`src/rtl/ps2_key_decoder.sv`:
```
// PS/2 scan-set-2 receiver and key-level decoder for the tic-tac-toe controller.
// Optional build macro PS2_TIMEOUT_EN adds an in-frame idle timeout.
module ps2_key_decoder #(
  parameter int FILTER_LEN     = 8,
  parameter int TIMEOUT_CYCLES = 50000
) (
  input  logic       clk,
  input  logic       reset_n,
  input  logic       ps2_clk,
  input  logic       ps2_data,
  output logic       up,
  output logic       down,
  output logic       left,
  output logic       right,
  output logic       enter,
  output logic       space,
  output logic [7:0] rx_byte,
  output logic       rx_valid,
  output logic       frame_err
);

  localparam int FW = $clog2(FILTER_LEN + 1);
  localparam logic [FW-1:0] FLT_LAST = FW'(FILTER_LEN - 1);

  localparam logic [1:0] ST_IDLE   = 2'd0;
  localparam logic [1:0] ST_DATA   = 2'd1;
  localparam logic [1:0] ST_PARITY = 2'd2;
  localparam logic [1:0] ST_STOP   = 2'd3;

  if (FILTER_LEN < 2) begin : g_bad_filter
    $error("FILTER_LEN must be at least 2");
  end
  if (TIMEOUT_CYCLES < 2) begin : g_bad_timeout
    $error("TIMEOUT_CYCLES must be at least 2");
  end

  // index 0 = ps2_clk, index 1 = ps2_data
  logic [1:0]    line_p0, line_p1, flt;
  logic [FW-1:0] flt_cnt [2];
  logic          clk_flt_d;
  logic          fall;

  always_ff @(posedge clk or negedge reset_n) begin
    if (!reset_n) begin
      line_p0 <= 2'b11;
      line_p1 <= 2'b11;
    end else begin
      line_p0 <= {ps2_data, ps2_clk};
      line_p1 <= line_p0;
    end
  end

  // Filter: accept a new level only after FILTER_LEN consecutive agreeing samples.
  for (genvar i = 0; i < 2; i++) begin : g_filter
    always_ff @(posedge clk or negedge reset_n) begin
      if (!reset_n) begin
        flt[i]     <= 1'b1;
        flt_cnt[i] <= '0;
      end else if (line_p1[i] == flt[i]) begin
        flt_cnt[i] <= '0;
      end else if (flt_cnt[i] == FLT_LAST) begin
        flt[i]     <= line_p1[i];
        flt_cnt[i] <= '0;
      end else begin
        flt_cnt[i] <= flt_cnt[i] + 1'b1;
      end
    end
  end

  always_ff @(posedge clk or negedge reset_n) begin
    if (!reset_n) clk_flt_d <= 1'b1;
    else          clk_flt_d <= flt[0];
  end

  assign fall = clk_flt_d & ~flt[0];

  logic [1:0] state;
  logic [2:0] bit_cnt;
  logic [7:0] shift;
  logic       par;
  logic       ext, brk;
  logic       timeout_hit;
  logic       frame_ok;

`ifdef PS2_TIMEOUT_EN
  localparam int TW = $clog2(TIMEOUT_CYCLES);
  localparam logic [TW-1:0] TO_LAST = TW'(TIMEOUT_CYCLES - 1);
  logic [TW-1:0] to_cnt;

  always_ff @(posedge clk or negedge reset_n) begin
    if (!reset_n)                    to_cnt <= '0;
    else if (fall || state == ST_IDLE) to_cnt <= '0;
    else                             to_cnt <= to_cnt + 1'b1;
  end

  assign timeout_hit = (state != ST_IDLE) && !fall && (to_cnt == TO_LAST);
`else
  assign timeout_hit = 1'b0;
`endif

  assign frame_ok = flt[1] & (^{shift, par});

  always_ff @(posedge clk or negedge reset_n) begin
    if (!reset_n) begin
      state     <= ST_IDLE;
      bit_cnt   <= '0;
      shift     <= '0;
      par       <= 1'b0;
      ext       <= 1'b0;
      brk       <= 1'b0;
      rx_byte   <= '0;
      rx_valid  <= 1'b0;
      frame_err <= 1'b0;
      up        <= 1'b0;
      down      <= 1'b0;
      left      <= 1'b0;
      right     <= 1'b0;
      enter     <= 1'b0;
      space     <= 1'b0;
    end else begin
      rx_valid  <= 1'b0;
      frame_err <= 1'b0;
      if (timeout_hit) begin
        state     <= ST_IDLE;
        frame_err <= 1'b1;
        ext       <= 1'b0;
        brk       <= 1'b0;
      end else if (fall) begin
        case (state)
          ST_IDLE: begin
            if (!flt[1]) begin
              state   <= ST_DATA;
              bit_cnt <= '0;
            end
          end
          ST_DATA: begin
            shift   <= {flt[1], shift[7:1]};
            bit_cnt <= bit_cnt + 1'b1;
            if (bit_cnt == 3'd7) state <= ST_PARITY;
          end
          ST_PARITY: begin
            par   <= flt[1];
            state <= ST_STOP;
          end
          default: begin
            state <= ST_IDLE;
            if (!frame_ok) begin
              frame_err <= 1'b1;
            end else begin
              rx_byte  <= shift;
              rx_valid <= 1'b1;
              if (shift == 8'hE0) begin
                ext <= 1'b1;
              end else if (shift == 8'hF0) begin
                brk <= 1'b1;
              end else begin
                // Prefixes apply to exactly one following code, mapped or not.
                case ({ext, shift})
                  9'h05A, 9'h15A: enter <= ~brk;
                  9'h175:         up    <= ~brk;
                  9'h172:         down  <= ~brk;
                  9'h16B:         left  <= ~brk;
                  9'h174:         right <= ~brk;
                  9'h029:         space <= ~brk;
                  default:        ;
                endcase
                ext <= 1'b0;
                brk <= 1'b0;
              end
            end
          end
        endcase
      end
    end
  end

endmodule

```
`config.mk`:
```
export PLATFORM = sky130hd
export DESIGN_NAME = ps2_key_decoder
export DESIGN_NICKNAME = d
export VERILOG_FILES = /design/src/rtl/ps2_key_decoder.sv
export SDC_FILE = /design/constraint.sdc
export NUM_CORES = 1
export LEC_CHECK = 0
export CORE_MARGIN = 4
export CORE_UTILIZATION = 32
export DETAILED_ROUTE_END_ITERATION = 8
export GPL_TIMING_DRIVEN = 0
export REMOVE_ABC_BUFFERS = 1
export SLEW_MARGIN = 0
export SYNTH_ARGS = -nofsm -noshare
export SYNTH_HDL_FRONTEND = slang
export SYNTH_SLANG_ARGS = --single-unit
```
`constraint.sdc`:
```
create_clock -name clk -period 1.9 [get_ports clk]
set_input_delay 0.57 -clock clk [delete_from_list [all_inputs] [get_ports clk]]
set_output_delay 0.57 -clock clk [all_outputs]
set_load 0.02 [all_outputs]
```
==> results of run 1 <==
-- registers in the layout, summed over array words and instances, names as in the netlist --
signal and cells:
shift 8, left 1, up 1, line_p1 2
ext 1, par 1, rx_valid 1, right 1
line_p0 2, enter 1, down 1, rx_byte 8
space 1, bit_cnt 3, state 2, flt 2
clk_flt_d 1, flt_cnt 8, brk 1, frame_err 1
-- worst paths after layout --
kind / from / endpoint / depth (start not counted)
worst max-delay path: shift[4]$_DFFE_PN0P_ / rx_byte[4]$_DFFE_PN0P_ / 5
worst min-delay path: reset_n / left$_DFFE_PN0P_ / 1
worst max register to register: shift[4]$_DFFE_PN0P_ / rx_byte[4]$_DFFE_PN0P_ / 5
worst min register to register: line_p0[1]$_DFF_PN1_ / line_p1[1]$_DFF_PN1_ / 0
max in group asynchronous: reset_n / clk_flt_d$_DFF_PN1_ / 2
min in group clk: line_p0[1]$_DFF_PN1_ / line_p1[1]$_DFF_PN1_ / 0
-- layer usage --
layer / track usage / vias to the layer above / wire, um
li1: - / 656 / -
met1: 0.1418 / 653 / 1745
met2: 0.1587 / 16 / 1782
met3: 0.02765 / 6 / 134
met4: 0.03654 / 0 / 54
met5: 0 / - / 0
-- metrics by stage --
step,TNS [ns],worst slack [ns]
after floorplan,-3.020,-0.3124
after global placement,-55.86,-1.081
after detailed placement,-8.953,-0.7780
after CTS,-0.1436,-0.02244
after global routing,-0.7574,-0.08837
final,-0.1324,-0.02783
-- cell families after synthesis --
logic type	count (synthesis)
xor gates and xnor gates	12
muxes	25
buffers and inverters	15
DFF	47
and+or+nand+nor	49
AOI/OAI and AO/OA	16
adders and majority gates	8
-- cell usage in the layout, fill, tap and decap left out, types with 2 or more instances in the layout --
| master | n |
|---|---|
| dfrtp_1 | 34 |
| buf_4 | 9 |
| dfstp_2 | 7 |
| nor3_1 | 7 |
| inv_1 | 9 |
| xnor2_1 | 4 |
| mux2i_1 | 5 |
| dfrtp_2 | 6 |
| nor2_1 | 6 |
| a21oi_1 | 4 |
| a32o_1 | 2 |
| clkdlybuf4s50_1 | 18 |
| nor2b_1 | 4 |
| xor2_1 | 3 |
| clkbuf_8 | 6 |
| mux2_2 | 18 |
| o21ai_0 | 4 |
| or4_1 | 2 |
| ha_1 | 8 |
| nand3_1 | 6 |
| xnor2_2 | 3 |
| nand2_1 | 11 |
| nor3_2 | 2 |
| buf_12 | 2 |
-- power by group through the flow --
stage	Combinational, mW	Sequential [mW]	Clock [mW]
after CTS	0.599	1.26	0.670
after floorplan	0.376	1.26	0
after global routing	0.688	1.28	0.725
final	0.596	1.26	0.652
after global placement	0.476	1.29	0
after detailed placement	0.484	1.29	0
-- layout make-up --
type                       count  share of cell area
tap                           77             0.03629
multi-input combinational    110              0.3544
inverter                       9             0.01272
sequential                    47              0.4491
timing repair buffer          30              0.1103
clock buffer                   6             0.03110
clock inverter                 2            0.006126
-- repair_timing --
item                                    CTS  global route
resized for setup                        18             3
pin swaps                                 3             1
hold buffers                              0             0
buffers inserted                          8             2
endpoints found under the setup margin   21            14
==> out/metrics.yaml, run 1 <==
status: "complete, but fails checks"
violations: "negative setup slack"
drtIter0Drc: 57
dp_cells: 263
arrival_ns: 2.12
async_flop_share: 1.000
num_io_pins: 20
final_cell_count_no_fill: 281
setup_viol: 7
peakVddDrop_mv: 0.3662
synth-edff-count: 0
postSynthAreaPerCell_sq_um: 12.34
fin_crit_ns: 1.928
cp_max_fo: 12
path_delay_family: "XOR/XNOR gates"
rrSetupSlack_ns: -0.03
clock-root-buffer: "clkbuf_8"
clkSinkCount: 47
cts_tree: "done"
power.internal_mw: 1.735
comb_power_share: 0.238
fin_hold_ws_ns: 0.2047
p_seq_frac: 0.502
p_sw_frac: 0.3071
place_congestion: 0.7964
multi_input_area_sq_um: 940.9
drc: 0
period_share: 1.015
final_layout_size_suffix_gt1_frac: 0.3137
die_w_um: 89.46
synth_top_cell_by_area: "dfrtp_1"
synth-seq-cells: 47
synth_xor_area_frac: 0.06305
slew_violations: 0
synth_fa_ha_area_frac: 0.04714
start_util: 0.3325
p_leak_nw: 1.180
dp_hpwl_um: 2439
htree_levels: 2
placed_area_sq_um: 2390
slew_headroom: 0.6857
vias: 1331
grtUsageTotal: 0.1037
crit_path_max_incr_delay_ns: 0.48
final_area_sq_um: 2655
port_buffers: 19
clockPowerShare: 0.260
worst_pin_slew_ns: 0.4714
synth_top_family_by_area: "multiplexers"
path_cells: "xnor2_2 > xnor3_2 > mux2i_4 > buf_12 > mux2_2"
synthMuxAreaShare: 0.1291
finalPower_mw: 2.504
seq_area_sq_um: 1192
power_switching_mw: 0.7688
core_area_sq_um: 6386
setup_ws_ns: -0.02783
max_freq_mhz: 518.7
ys.flop_type: "dfrtp_1"
die_y_um: 89.46
cts_buffer_depth: 2
synth-seq-area-share: 0.5580
grt_max_degree: 29
antenna-diode-count: 0
final_util: 0.4158
synth_compound_area_frac: 0.04891
skew_ns: 0.01629
fill_cells: 633
drt-total-wl_um: 3716
ant_nets: 0
critPathSlowestCell: "xnor3_2"
grt_pass1_wl_um: 6327
required_ns: 2.09
p_per_area_nw_per_um2: 943.0
drv_cap: 0
insertion_delay_ns: 0.31
crit_path_start_kind: "register"
rsz0062_at_grt: "true"
yosys-top-cells-area: "dfrtp_1, mux2_2, dfstp_2"
synth_commonest_cells: "dfrtp_1, mux2_2, nand2_1, inv_1, nor3_1"
critPathBufInv: 1
dr.pass1.iters: 4
post_drt_wl_per_cell_um: 13.22
yosysWarnings: 0
cts.reportedPaths.clkPinSlew_ns: 0.10
synthCells: 172
hold_class: "input port to asynchronous set/reset pin"
nets: 215
grt_overflow: 0
cts_buffers: 5
synth_top_area_frac: 0.4714
end_kind: "register"
finalHoldViolCount: 0
netlist-cell-type-count: 36
netlist_area_sq_um: 2123
synth-simple-area-share: 0.1214
rows: 29
antenna_found_initial: 0
die-area_sq_um: 8002
viasPerCell: 4.737
grt_pass1_vias: 1284
yosysMostFrequentCell: "dfrtp_1"
area_delta_synth_final_pct: 25.04
crit_type: "register to register"
Power figures use the tool's default switching activity.
==> run 2: changes to the inputs <==
Settings changed: CORE_UTILIZATION 32 to 50, PLACE_DENSITY from default to 0.74, SLEW_MARGIN 0 to default.
==> out/metrics.yaml, run 2 (synthesis gave the netlist of run 1 again) <==
status: "complete, but fails checks"
violations: "negative setup slack"
crit-reg2reg-launch: "shift[4]$_DFFE_PN0P_"
arrival_ns: 2.13  # about the same
fin_hold_ws_ns: 0.2039  # -0.0008010 ns
p_per_area_nw_per_um2: 923.4  # -2.1%
start_util: 0.5233  # +0.1908
comb_power_share: 0.258  # +0.020
rows: 23  # -21%
area_delta_synth_final_pct: 25.34
p_sw_frac: 0.2997  # -0.007386
crit_path_start_kind: "register"
cts_buffer_depth: 2  # unchanged
crit_path_max_incr_delay_ns: 0.50  # +0.02 ns
core_area_sq_um: 4058  # -36%
skew_ns: 0.006826  # -0.009468 ns
power_switching_mw: 0.7364  # -4.2%
die-area_sq_um: 5353  # -33%
peakVddDrop_mv: 0.6158  # +68%
cp_max_fo: 12  # unchanged
wl_met2_um: 2081  # +17%
slew_headroom: 0.7116  # +0.02591
port_buffers: 19  # unchanged
critPathBufInv: 1  # unchanged
fin_crit_ns: 1.949  # +0.02146 ns
rsz0062_at_grt: "true"
setup_ws_ns: -0.04928  # -0.02146 ns
ant_nets: 0  # unchanged
final_layout_size_suffix_gt1_frac: 0.3317  # +0.01801
rrSetupSlack_ns: -0.05  # -0.02 ns
cts_hold_buffers: 0  # unchanged
htree_levels: 2  # unchanged
top_layer: "met4"
antenna_found_initial: 0  # unchanged
grt_overflow: 0  # unchanged
largest_registers: "flt_cnt: 8 flops, rx_byte: 8 flops, shift: 8 flops"
final_util: 0.6559  # +0.2401
slew_violations: 0  # unchanged
fill_cells: 292  # -54%
critPathSlowestCell: "xnor3_2"
final_common_cell: "dfrtp_1"
num_io_pins: 20  # unchanged
cts_tree: "done"
cts.reportedPaths.clkPinSlew_ns: 0.08  # -0.02 ns
period_share: 1.026  # +0.01129
setup_viol: 9  # +2
antenna-diode-count: 0  # unchanged
drc: 0  # unchanged
seq_area_sq_um: 1192  # unchanged
r2r_end: "rx_byte[6]$_DFFE_PN0P_"
nets: 219  # +1.9%
drv_cap: 0  # unchanged
final_cell_mix: "dfrtp_1, mux2_2, clkdlybuf4s50_1, buf_4, nand2_1"
insertion_delay_ns: 0.29  # -0.02 ns
finalHoldViolCount: 0  # unchanged
place_congestion: 0.8184  # +2.8%
max_freq_mhz: 513.0  # -1.1%
die_w_um: 73.17  # -18%
cp_num_cells: 5  # unchanged
end_kind: "register"
required_ns: 2.08  # about the same
dp_hpwl_um: 2532  # +3.8%
dr.pass1.iters: 4  # unchanged
die_y_um: 73.17  # -18%
path_delay_family: "XOR/XNOR gates"
p_leak_nw: 1.186  # +0.48%
hold_class: "input port to asynchronous set/reset pin"
post_drt_wl_per_cell_um: 15.28  # +16%
wl_met3_um: 168  # +25%
vias: 1385  # +4.1%
drt-total-wl_um: 3942  # +6.1%
power.internal_mw: 1.721  # -0.80%
critPathCapture: "rx_byte[6]$_DFFE_PN0P_"
grt_pass1_wl_um: 6548  # +3.5%
rr_worst_depth: 5  # unchanged
viasPerCell: 5.368  # +13%
clockPowerShare: 0.229  # -0.031
path_cells: "xnor2_2 > xnor3_2 > mux2i_4 > buf_12 > mux2_2"
grtUsageTotal: 0.1594  # +0.05571
drtIter0Drc: 72  # +26%
met1_length_um: 1620  # -7.2%
place_ws_ns: -0.7117  # +0.06632 ns
clkSinkCount: 47  # unchanged
p_seq_frac: 0.514  # +0.012
multi_input_area_sq_um: 969.7  # +3.1%
cts_buffers: 5  # unchanged
clock-root-buffer: "clkbuf_8"
crit_type: "register to register"
cp-startpoint: "shift[4]$_DFFE_PN0P_"
grt_pass1_vias: 1435  # +12%
grt_max_degree: 31  # +6.9%
worst_pin_slew_ns: 0.4326  # -0.03887 ns
## run 2: changes by cell type in the layout (fill, tap and decap cells not counted), sizes merged
cell      delta
buf          +4
clkbuf       +2
clkinv       -1
clkinvlp     -1
## run 2: worst min-delay path by stage
stage	from	cells past startpoint	endpoint	slack (ns)
after floorplan	reset_n	0	bit_cnt[0]$_DFFE_PN0P_	0.27
final	reset_n	1	ext$_DFFE_PN0P_	0.20
after detailed placement	line_p0[0]$_DFF_PN1_	0	line_p1[0]$_DFF_PN1_	0.35
after CTS	reset_n	1	left$_DFFE_PN0P_	0.21
after global routing	reset_n	1	enter$_DFFE_PN0P_	0.22
after global placement	line_p0[0]$_DFF_PN1_	0	line_p1[0]$_DFF_PN1_	0.35
## run 2: cell type report
cell class / count / share of cell area
tap: 50 / 0.02351
inverter: 9 / 0.01269
timing repair buffer: 34 / 0.1213
clock buffer: 8 / 0.03009
multi-input combinational: 110 / 0.3644
sequential: 47 / 0.4480
## run 2: power groups by stage
stage          Combinational, mW  Sequential, mW  Clock, mW
5_1_grt                    0.703            1.28      0.625
3_3_place_gp               0.454            1.28          0
4_1_cts                    0.588            1.26      0.582
2_1_floorplan              0.376            1.26          0
3_5_place_dp               0.485            1.29          0
6_report                   0.633            1.26      0.562
## run 2: metrics by stage
stage | area, sq um | setup TNS [ns] | instances | total power [mW]
finish | 2661 | -0.3296 | 258 | 2.457
detailed placement | 2356 | -7.812 | 236 | 1.779
global placement | 2341 | -46.34 | 235 | 1.735
global route | 2661 | -1.066 | 258 | 2.609
CTS | 2591 | -0.1072 | 254 | 2.429
floorplan | 2088 | -3.020 | 166 | 1.637
## run 2: metal layers
layer  GRT usage  up-vias
met2      0.2741       26
met1      0.1898      693
met4     0.05943        0
met3     0.04270        7
met5           0        -
li1            -      659
## run 2: worst reg2reg max path: stages (launching register included)
cell     delay [ns]
dfrtp_2        0.42
xnor2_2        0.14
xnor3_2        0.50
mux2i_4        0.29
buf_12         0.16
mux2_2         0.33
## run 2: timing repair
item | in CTS | in global routing
cloned | 0 | 0
endpoints found under the setup margin | 17 | 17
gates resized for setup | 17 | 9
pin swaps | 6 | 5
buffers inserted | 10 | 4
==> run 3: changes to the inputs <==
Settings changed: REMOVE_ABC_BUFFERS 1 to default.
==> out/metrics.yaml, run 3 (synthesis gave the netlist of run 1 again) <==
insertion_delay_ns: 0.30  # about the same
grt_overflow: 0  # unchanged
rrSetupSlack_ns: -0.13  # -0.08 ns
slew_headroom: 0.6173  # -0.09435
rsz0062_at_grt: "true"
area_delta_synth_final_pct: 27.46
critPathSlowestCell: "xnor3_2"
post_drt_wl_per_cell_um: 15.39  # +0.70%
grt_pass1_wl_um: 6417  # -2.0%
max_freq_mhz: 492.7  # -4.0%
rows: 23  # unchanged
setup_viol: 11  # +2
port_buffers: 19  # unchanged
drt-total-wl_um: 3939  # about the same
hold_class: "input port to asynchronous set/reset pin"
syn_nets: 184
htree_levels: 2  # unchanged
die-area_sq_um: 5353  # unchanged
cp_max_fo: 5  # -7
worst_pin_slew_ns: 0.5741  # +0.1415 ns
cp-startpoint: "shift[2]$_DFFE_PN0P_"
place_congestion: 0.8454  # +3.3%
status: "complete, but fails checks"
die_y_um: 73.17  # unchanged
setup_ws_ns: -0.1296  # -0.08032 ns
die_w_um: 73.17  # unchanged
finalHoldViolCount: 0  # unchanged
r2r_end: "rx_byte[7]$_DFFE_PN0P_"
grt_max_degree: 26  # -16%
clkSinkCount: 47  # unchanged
grt_pass1_vias: 1371  # -4.5%
ant_nets: 0  # unchanged
largest_registers: "flt_cnt: 8 flops, rx_byte: 8 flops, shift: 8 flops"
crit_type: "register to register"
path_cells: "xnor2_2 > xnor3_2 > mux2i_4 > buf_6 > mux2_4"
cts.reportedPaths.clkPinSlew_ns: 0.09  # about the same
nets: 217  # -0.91%
crit_path_max_incr_delay_ns: 0.51  # about the same
violations: "negative setup slack"
antenna_found_initial: 0  # unchanged
final_util: 0.6670  # +0.01110
crit_path_start_kind: "register"
drtIter0Drc: 68  # -5.6%
cts_tree: "done"
clock-root-buffer: "clkbuf_8"
p_leak_nw: 1.237  # +4.4%
dp_cells: 242  # +2.5%
rr_worst_depth: 5  # unchanged
drv_cap: 0  # unchanged
crit-reg2reg-launch: "shift[2]$_DFFE_PN0P_"
core_area_sq_um: 4058  # unchanged
critPathCapture: "rx_byte[7]$_DFFE_PN0P_"
num_io_pins: 20  # unchanged
final_layout_size_suffix_gt1_frac: 0.3155  # -0.01620
start_util: 0.5233  # unchanged
final_area_sq_um: 2706  # +1.7%
grtUsageTotal: 0.1591  # -0.0003173
dr.pass1.iters: 4  # unchanged
slew_violations: 0  # unchanged
cts_buffers: 5  # unchanged
antenna-diode-count: 0  # unchanged
p_per_area_nw_per_um2: 1011  # +9.5%
final_cell_mix: "dfrtp_1, clkdlybuf4s50_1, nand2_1, mux2_2"
required_ns: 2.08  # about the same
vias: 1398  # +0.94%
peakVddDrop_mv: 0.5776  # -6.2%
end_kind: "register"
viasPerCell: 5.461  # +1.7%
arrival_ns: 2.21  # +0.08 ns
final_common_cell: "dfrtp_1"
dp_hpwl_um: 2518  # -0.55%
drc: 0  # unchanged
final_cell_count_no_fill: 256  # -0.78%
cts_hold_buffers: 0  # unchanged
period_share: 1.068  # +0.04227
fin_crit_ns: 2.030  # +0.08032 ns
skew_ns: 0.009687  # +0.002860 ns
cts_buffer_depth: 2  # unchanged
placed_area_sq_um: 2417  # +2.6%
[run 3: routing by layer]
metal,wire (um),track usage,vias to the layer above
met3,166,0.05234,11
li1,-,-,655
met2,2086,0.2651,25
met1,1616,0.1900,707
met4,70,0.06148,0
met5,0,0,-
[run 3: area by class of cell]
class,count,area [sq um]
fillers,287,1351
flip-flops and latches,47,1192
multi-input cells,110,974.7
repair buffers,30,294.0
clock buffers,6,72.57
well taps,50,62.56
clock inverters,2,60.06
inverters,9,33.78
plain buffers,2,16.27
[run 3: power by group]
group | leakage (nW) | switching (mW) | total (mW) | internal (mW)
clock | 0.0654 | 0.316 | 0.841 | 0.525
sequential | 0.612 | 0.113 | 1.26 | 1.15
combinational | 0.560 | 0.321 | 0.632 | 0.311
total | 1.24 | 0.750 | 2.74 | 1.99
[run 3: timing repair]
| action | in CTS | in global routing |
|---|---|---|
| pin swaps | 3 | 3 |
| gates cloned | 1 | 0 |
| buffers inserted | 8 | 1 |
| endpoints found under the setup margin | 19 | 21 |
| resized for setup | 18 | 10 |
[run 3: stage by stage]
stage          hold WS, ns  setup slack, ns  setup TNS [ns]  power (mW)
2_1_floorplan       0.2744        -0.009463        -0.02922       1.663
3_3_place_gp        0.3467          -0.8674          -39.49       1.760
3_5_place_dp        0.3468          -0.2133          -2.388       1.812
4_1_cts             0.2701         -0.08311         -0.5990       2.728
5_1_grt             0.3032          -0.1800          -1.820       2.889
6_report            0.2600          -0.1296          -1.081       2.737
[run 3: worst min-delay path by stage]
stage          slack, ns                      to
6_report            0.26    flt_cnt[0]$_DFF_PN0_
4_1_cts             0.27    flt_cnt[2]$_DFF_PN0_
3_5_place_dp        0.35    line_p1[1]$_DFF_PN1_
3_3_place_gp        0.35    line_p1[1]$_DFF_PN1_
2_1_floorplan       0.27  bit_cnt[0]$_DFFE_PN0P_
5_1_grt             0.30    flt_cnt[1]$_DFF_PN0_
[run 3: worst max-delay path: cells and delay by family, from the launching register on]
family | cells | cell delay, ns
xor+xnor | 2 | 0.65
buf+inv | 1 | 0.18
flops | 1 | 0.44
mux | 2 | 0.65
